[src/rtl/conv_pkg.sv]
// Shared types and constants for the convolution datapath blocks.
package conv_pkg;

   localparam int DATA_WIDTH = 32;

   typedef logic [DATA_WIDTH-1:0] data_t;

   typedef enum logic {ACCUM, DONE} psum_state_t;

endpackage

[src/rtl/adder_tmp.sv]
// Two-input combinational adder; the result wraps modulo 2^WIDTH.
module adder_tmp #(
   parameter int WIDTH = 32
) (
   input  logic [WIDTH-1:0] a,
   input  logic [WIDTH-1:0] b,
   output logic [WIDTH-1:0] sum
);

   assign sum = a + b;

endmodule

[src/rtl/psum_accumulator.sv]
// Accumulates ACC_LEN adder-tree partial sums plus a per-group bias into one
// output-pixel sum, presented on a valid/ready port with backpressure.
module psum_accumulator
   import conv_pkg::*;
#(
   parameter int WIDTH   = DATA_WIDTH,
   parameter int ACC_LEN = 4
) (
   input  logic             clk,
   input  logic             rst,
   input  logic             clear,
   input  logic [WIDTH-1:0] bias,
   input  logic             in_valid,
   output logic             in_ready,
   input  logic [WIDTH-1:0] in_data,
   output logic             out_valid,
   input  logic             out_ready,
   output logic [WIDTH-1:0] out_data,
   output logic             busy
);

   localparam int CNT_W = $clog2(ACC_LEN + 1);
   localparam logic [CNT_W-1:0] LAST_CNT = CNT_W'(ACC_LEN - 1);

   psum_state_t      state;
   psum_state_t      state_next;
   logic [WIDTH-1:0] acc;
   logic [WIDTH-1:0] addend;
   logic [WIDTH-1:0] sum;
   logic [CNT_W-1:0] cnt;
   logic             accept;
   logic             consume;
   logic             last_beat;

   // In DONE a new beat can only enter if the pending result leaves this cycle.
   assign in_ready  = rst && !clear && ((state == ACCUM) || out_ready);
   assign accept    = in_valid && in_ready;
   assign consume   = out_valid && out_ready;
   assign last_beat = (cnt == LAST_CNT);
   assign busy      = (cnt != '0);

   // The bias replaces the (empty) accumulator on the first beat of a group.
   assign addend = (cnt == '0) ? bias : acc;

   adder_tmp #(
      .WIDTH(WIDTH)
   ) u_adder (
      .a  (addend),
      .b  (in_data),
      .sum(sum)
   );

   // State register.
   always_ff @(posedge clk) begin
      if (!rst) begin
         state <= ACCUM;
      end else begin
         state <= state_next;
      end
   end

   // Next-state logic: DONE is left on consume unless the accepted beat completes another group.
   always_comb begin
      state_next = state;
      case (state)
         ACCUM: begin
            if (accept && last_beat) begin
               state_next = DONE;
            end
         end
         DONE: begin
            if (accept) begin
               state_next = last_beat ? DONE : ACCUM;
            end else if (consume) begin
               state_next = ACCUM;
            end
         end
         default: state_next = ACCUM;
      endcase
   end

   // Accumulator, beat counter and registered output; an accept may overwrite a same-cycle consume.
   always_ff @(posedge clk) begin
      if (!rst) begin
         acc       <= '0;
         cnt       <= '0;
         out_valid <= 1'b0;
         out_data  <= '0;
      end else begin
         if (consume) begin
            out_valid <= 1'b0;
         end
         if (clear) begin
            acc <= '0;
            cnt <= '0;
         end else if (accept) begin
            if (last_beat) begin
               out_data  <= sum;
               out_valid <= 1'b1;
               acc       <= '0;
               cnt       <= '0;
            end else begin
               acc <= sum;
               cnt <= cnt + CNT_W'(1);
            end
         end
      end
   end

endmodule

[config.mk]
export PLATFORM = sky130hd
export DESIGN_NAME = psum_accumulator
export DESIGN_NICKNAME = d
export VERILOG_FILES = /design/src/rtl/conv_pkg.sv /design/src/rtl/adder_tmp.sv /design/src/rtl/psum_accumulator.sv
export SDC_FILE = /design/constraint.sdc
export NUM_CORES = 1
export LEC_CHECK = 0
export ABC_AREA = 1
export ABC_CLOCK_PERIOD_IN_PS = 2900
export CAP_MARGIN = 30
export CORE_MARGIN = 2
export CORE_UTILIZATION = 49
export CTS_BUF_LIST = sky130_fd_sc_hd__clkbuf_8
export CTS_CLUSTER_DIAMETER = 40
export DETAILED_ROUTE_END_ITERATION = 12
export GPL_TIMING_DRIVEN = 1
export PLACE_DENSITY = 0.91
export SLEW_MARGIN = 25
export SYNTH_ARGS = -nofsm -noshare
export SYNTH_HDL_FRONTEND = slang
export SYNTH_SLANG_ARGS = --single-unit
[constraint.sdc]
create_clock -name clk -period 2.9 [get_ports clk]
set_clock_uncertainty 0.15 [all_clocks]
set_input_delay 0.435 -clock clk [delete_from_list [all_inputs] [get_ports clk]]
set_output_delay 0.435 -clock clk [all_outputs]
set_load 0.01 [all_outputs]
==> results of run 1 <==
final cells by class:
cell class / count / area [sq um] / area share
multi-input cells: 642 / 3950 / 0.502
repair buffers: 155 / 1540 / 0.196
flip-flops and latches: 69 / 1380 / 0.176
inverters: 162 / 611 / 0.0776
well taps: 140 / 175 / 0.0223
clock buffers: 10 / 138 / 0.0175
clock inverters: 6 / 71.3 / 0.00907
cells by family (layout without fill, tap and decap cells):
family / Yosys count / after routing / share of synthesized area
flip-flops: 69 / 69 / 0.257
AND/OR/NAND/NOR: 474 / 474 / 0.347
multiplexers: 30 / 30 / 0.0629
buffers and inverters: 183 / 333 / 0.134
AO/OA/AOI/OAI: 85 / 85 / 0.0846
adder cells (fa/ha/maj): 37 / 37 / 0.0876
XOR/XNOR: 16 / 16 / 0.0261
worst max path at each step:
stage	endpoint
detailed placement	out_data[21]
floorplan	acc[16]
global route	out_data[28]
global placement	out_data[21]
finish	out_data[28]
CTS	out_data[31]
worst max-delay path, delay by kind of cell, from the launching register on:
kind	cells	cell delay, ns
and+or+nand+nor	10	1.13
adders and majority gates	2	0.48
DFF	1	0.35
muxes	1	0.35
buffers and inverters	4	0.31
AOI/OAI and AO/OA	1	0.27
through the flow:
stage	worst slack (ns)	instance area, sq um
after floorplan	0.0463	5370
after global placement	-0.0657	6840
after detailed placement	-0.190	6840
after CTS	0.00703	7300
after global routing	-0.285	7860
final	-0.244	7860
power by group:
group	switching (mW)	total (mW)	internal [mW]
Clock	0.452	0.879	0.427
Sequential	0.00706	0.964	0.957
Combinational	0.749	1.27	0.523
Total	1.21	3.12	1.91
flip-flops by register name, summed over array words and instances (netlist names):
| name | count |
|---|---|
| acc | 32 |
| out_data | 32 |
| cnt | 3 |
| out_valid | 1 |
| state | 1 |
placed cells by master (no fill, tap or decap), types with 5 or more instances in the layout:
cell / synthesis / layout
o21ai_1: 10 / 10
buf_12: 0 / 5
nand2_2: 1 / 38
inv_1: 159 / 152
dfxtp_1: 69 / 67
inv_2: 1 / 8
xor2_1: 15 / 13
nor2_2: 1 / 16
nand2_1: 322 / 281
a21oi_2: 0 / 12
mux2_2: 30 / 25
ha_4: 0 / 26
ha_1: 36 / 7
buf_4: 1 / 44
mux2_4: 0 / 5
o21ai_0: 13 / 13
nor2_1: 101 / 80
nand3_1: 39 / 33
clkdlybuf4s50_1: 0 / 103
clkbuf_8: 0 / 10
nor2_4: 0 / 6
nand3_2: 0 / 5
a21oi_1: 54 / 42
layer usage:
| metal | GRT usage | vias up | part of all wire |
|---|---|---|---|
| li1 | - | 3006 | - |
| met1 | 0.374 | 3083 | 0.35 |
| met2 | 0.494 | 718 | 0.43 |
| met3 | 0.0580 | 256 | 0.13 |
| met4 | 0.149 | 0 | 0.089 |
| met5 | 0 | - | 0 |
timing repair:
action,4_1_cts,5_1_grt
endpoints found under the setup margin,38,53
gates cloned,1,2
pin swaps,1,12
resized for setup,44,102
setup buffers,1,5
==> flow_summary.yaml, run 1 <==
status:
  outcome: "complete, but fails checks"
  violations: "negative setup slack"
setup_path:
  startpoint_type: "flop"
  slowest_stage: "dfxtp_2"
  r2r_slack_ns: -0.24
  r2r_start: "cnt[1]"
  ff2ff_path_depth: 18
  worst-setup-path-type: "reg -> reg"
  cp.arrival_ns: 3.27
  regToRegEndpoint: "out_data[28]"
  crit_start: "cnt[1]"
  cp-end-kind: "flop"
  cp_max_fo: 6
  path_cells: "inv_2 -> ha_4 -> nand2_8 -> buf_12 -> mux2_2 -> ha_1 -> nand2_1 -> inv_1 -> nand2_1 -> nand2_1 -> nand2_1 -> nand2_1 -> a21oi_1 -> nand3_1 -> nand2_1 -> nand2_1 -> nand2_1 -> inv_1"
  crit_path_frequent_cell: "nand2_1"
  max_stage_delay_ns: 0.35
  cp.required_ns: 3.03
die:
  initial_core_util: 0.500
  dieArea_sq_mm: 0.0118
  row_count: 38
  io_pins: 104
  chipHeight_um: 109
  die_w_um: 109
  core-area_sq_mm: 0.0107
power_and_ir_drop:
  power_density_mw_per_mm2: 396
  total_power_mw: 3.12
  power_leakage_nw: 3.85
  peakVddDrop_uv: 254
logic_synthesis:
  synth_edf_count: 0
  synth_common_cells: "322 x nand2_1, 159 x inv_1, 101 x nor2_1"
  yosys.area.top_type: "dfxtp_1"
  yosysUniqueCellTypes: 32
  async_flop_share: 0
  seq_area_frac_synth: 0.257
  synth.area.top_cells: "dfxtp_1 26%, nand2_1 23%, inv_1 11%"
  yosys_warnings: 0
  synth_nets: 1000
  synth_cells: 894
  synth.most_common_cell: "nand2_1"
  ys.flop_type: "dfxtp_1"
  syn-cell-area_sq_mm: 0.00537
  avgSynthCellArea_sq_um: 6.00
  ys_seq_elements: 69
  synth_top_area_share: 0.257
detailed_routing:
  first_iter_violations: 1175
  routed_wl_mm: 22.9
  wl_per_cell_um: 19.3
  postRouteAntennaNets: 0
  via_per_inst: 5.97
  vias: 7063
  drc: 0
  drtPass1Iterations: 10
cts:
  htree_levels: 3
  cts_tree: "yes"
  cts_buffers: 9
  path_clk_slew_ns: 0.08
  ctsLongestPathBuffers: 2
  clock_sinks: 69
  clk_latency_ns: 0.37
  cts_hold_buffers: 0
  cts_root_buf: "clkbuf_8"
finish:
  fill_cells: 666
  area_growth_pct: 46.5
  instances_no_fill: 1184
  diodes: 0
  final_util: 0.732
  finalNetCount: 1145
  drive_gt1_frac: 0.219
global_routing:
  grt-ovfl-total: 0
  grt_pass1_wl_mm: 27.6
  grt_max_degree: 36
  grt_use_total: 0.300
  grt_pass1_vias: 5940
  antenna_found_initial: 0
placed_design:
  placed_cells: 1159
  hpwl_mm: 12.5
  io_buffers: 103
  place_congestion: 0.947
sta:
  fmax_mhz: 318
  maxSlewHeadroom: 0.697
  finalHoldViolations: 0
  fin_crit_ns: 3.14
  fin_setup_tns_ns: -2.60
  maxSlewViolCount: 0
  whs_ns: 0.320
  rsz0062_at_grt: "yes"
  fin_ws_ns: -0.244
  final-setup-viol-count: 27
  fin_crit_sh: 1.08
  worst_pin_slew_ns: 0.454
hold_path:
  holdPathEnd: "acc[17]"
  hp-class: "reg -> reg"
  holdPathStages: 2
  hold_path.startpoint: "acc[17]"
run:
  drv_cap: 0
No activity file was read; power rests on OpenSTA's default activity.
==> run 2: changes to the inputs <==
- ABC_CLOCK_PERIOD_IN_PS: 2900 -> 3410
- CORE_UTILIZATION: 49 -> 54
- PLACE_DENSITY: 0.91 -> 0.95
- clock period: 2.9 -> 3.41 ns (I/O delays scaled with it)
==> run 2 against run 1 <==
Largest cell class unchanged. Critical endpoint is now acc[12]. Register-to-register slack gained 0.41 ns. The flow now finishes without violations. Worst setup slack improved by 0.41 ns. Utilization down 3.9 points. Via count fell by 17%. Largest power group is now sequential cells.
==> flow_summary.yaml, run 2 (synthesis gave the netlist of run 1 again) <==
die:
  chipHeight_um: 104
  initial_core_util: 0.552
  row_count: 36
  io_pins: 104
  die_w_um: 104
  core-area_sq_mm: 0.00973
  dieArea_sq_mm: 0.0108
cts:
  ctsLongestPathBuffers: 2
  clk_latency_ns: 0.36
  htree_levels: 3
  cts_buffers: 9
  post-cts-setup-buffer-count: 0
  cts_tree: "yes"
  clock_sinks: 69
  path_clk_slew_ns: 0.09
  cts_root_buf: "clkbuf_8"
global_routing:
  antenna_found_initial: 0
  grt_pass1_vias: 5533
  grt_max_degree: 47
  grt_use_total: 0.286
  grt-ovfl-total: 0
  grt_pass1_wl_mm: 25.1
sta:
  whs_ns: 0.318
  rsz0062_at_grt: "yes"
  maxSlewHeadroom: 0.618
  final-setup-viol-count: 0
  fin_crit_ns: 3.24
  finalHoldViolations: 0
  fmax_mhz: 308
  worst_pin_slew_ns: 0.572
  fin_crit_sh: 0.951
  maxSlewViolCount: 0
placed_design:
  placed_area_sq_mm: 0.00651
  place_congestion: 1.01
  hpwl_mm: 11.5
  io_buffers: 103
  placed_cells: 1115
detailed_routing:
  drtPass1Iterations: 5
  wl_per_cell_um: 13.6
  postRouteAntennaNets: 0
  routed_wl_mm: 15.4
  vias: 5867
  drc: 0
  via_per_inst: 5.19
  first_iter_violations: 409
setup_path:
  worst-setup-path-type: "reg -> reg"
  cp.arrival_ns: 3.38
  cp.required_ns: 3.55
  cp-end-kind: "flop"
  startpoint_type: "flop"
  cp_max_fo: 22
power_and_ir_drop:
  total_power_mw: 2.31
  power_leakage_nw: 3.55
  power_density_mw_per_mm2: 343
  peakVddDrop_uv: 293
finish:
  fill_cells: 794
  diodes: 0
  layout_common_cells: "322 x nand2_1, 159 x inv_1, 103 x clkdlybuf4s50_1, 101 x nor2_1, 69 x dfxtp_1"
  drive_gt1_frac: 0.0601
  final_util: 0.693
  area_growth_pct: 25.6
  instances_no_fill: 1131
  final_common_cell: "nand2_1"
  finalNetCount: 1099
  final_area_sq_mm: 0.00674
  largestRegisters: "acc (32), out_data (32), cnt (3)"
status:
  outcome: "complete, no violations"
hold_path:
  hp-class: "reg -> reg"
run:
  drv_cap: 0
[run 2: worst max-delay path, stage by stage (launching register included)]
cell and delay [ns]:
dfxtp_1 0.39, inv_1 0.07, ha_1 0.19, nand2_1 0.12
buf_12 0.20, mux2_2 0.36, ha_1 0.21, inv_1 0.08
fa_1 0.20, inv_1 0.08, nand3_1 0.06, nand3_1 0.15
nand3_1 0.12, nand3_1 0.17, xor2_1 0.39, nand2_1 0.10
a21oi_1 0.14
[run 2: final timing paths]
check             startpoint       to  slack, ns  depth (start not counted)
hold / removal        acc[9]   acc[9]       0.32                          2
hold reg to reg       acc[9]   acc[9]       0.32                          2
setup reg to reg      cnt[0]  acc[12]       0.17                         16
setup / recovery      cnt[0]  acc[12]       0.17                         16
[run 2: power by group]
part	switching [mW]	total [mW]	internal [mW]
registers	0.00455	0.818	0.814
logic	0.452	0.729	0.277
clock network	0.349	0.765	0.415
total	0.806	2.31	1.51
[run 2: through the flow]
stage,TNS [ns],setup slack [ns]
2_1_floorplan,0,0.389
3_3_place_gp,0,0.286
3_5_place_dp,0,0.239
4_1_cts,0,0.250
5_1_grt,-0.0239,-0.0165
6_report,0,0.166
[run 2: cell type report]
type | instances | area [sq um] | area share
Sequential cell | 69 | 1380 | 0.205
Inverter | 162 | 611 | 0.0906
Clock inverter | 7 | 98.8 | 0.0147
Timing Repair Buffer | 109 | 1090 | 0.161
Clock buffer | 9 | 124 | 0.0184
Tap cell | 133 | 166 | 0.0247
Multi-Input combinational cell | 642 | 3270 | 0.485
[run 2: per-layer routing]
| metal | global-route usage | wire length, um | vias to the layer above |
|---|---|---|---|
| met3 | 0.0396 | 1300 | 41 |
| met5 | 0 | 0 | - |
| li1 | - | - | 2918 |
| met1 | 0.370 | 6510 | 2603 |
| met4 | 0.0840 | 386 | 0 |
| met2 | 0.495 | 7190 | 305 |
[run 2: what timing repair did]
| action | CTS | global route |
|---|---|---|
| hold buffers | 0 | 0 |
| gates resized for setup | 0 | 1 |
| setup endpoints to repair | 0 | 2 |
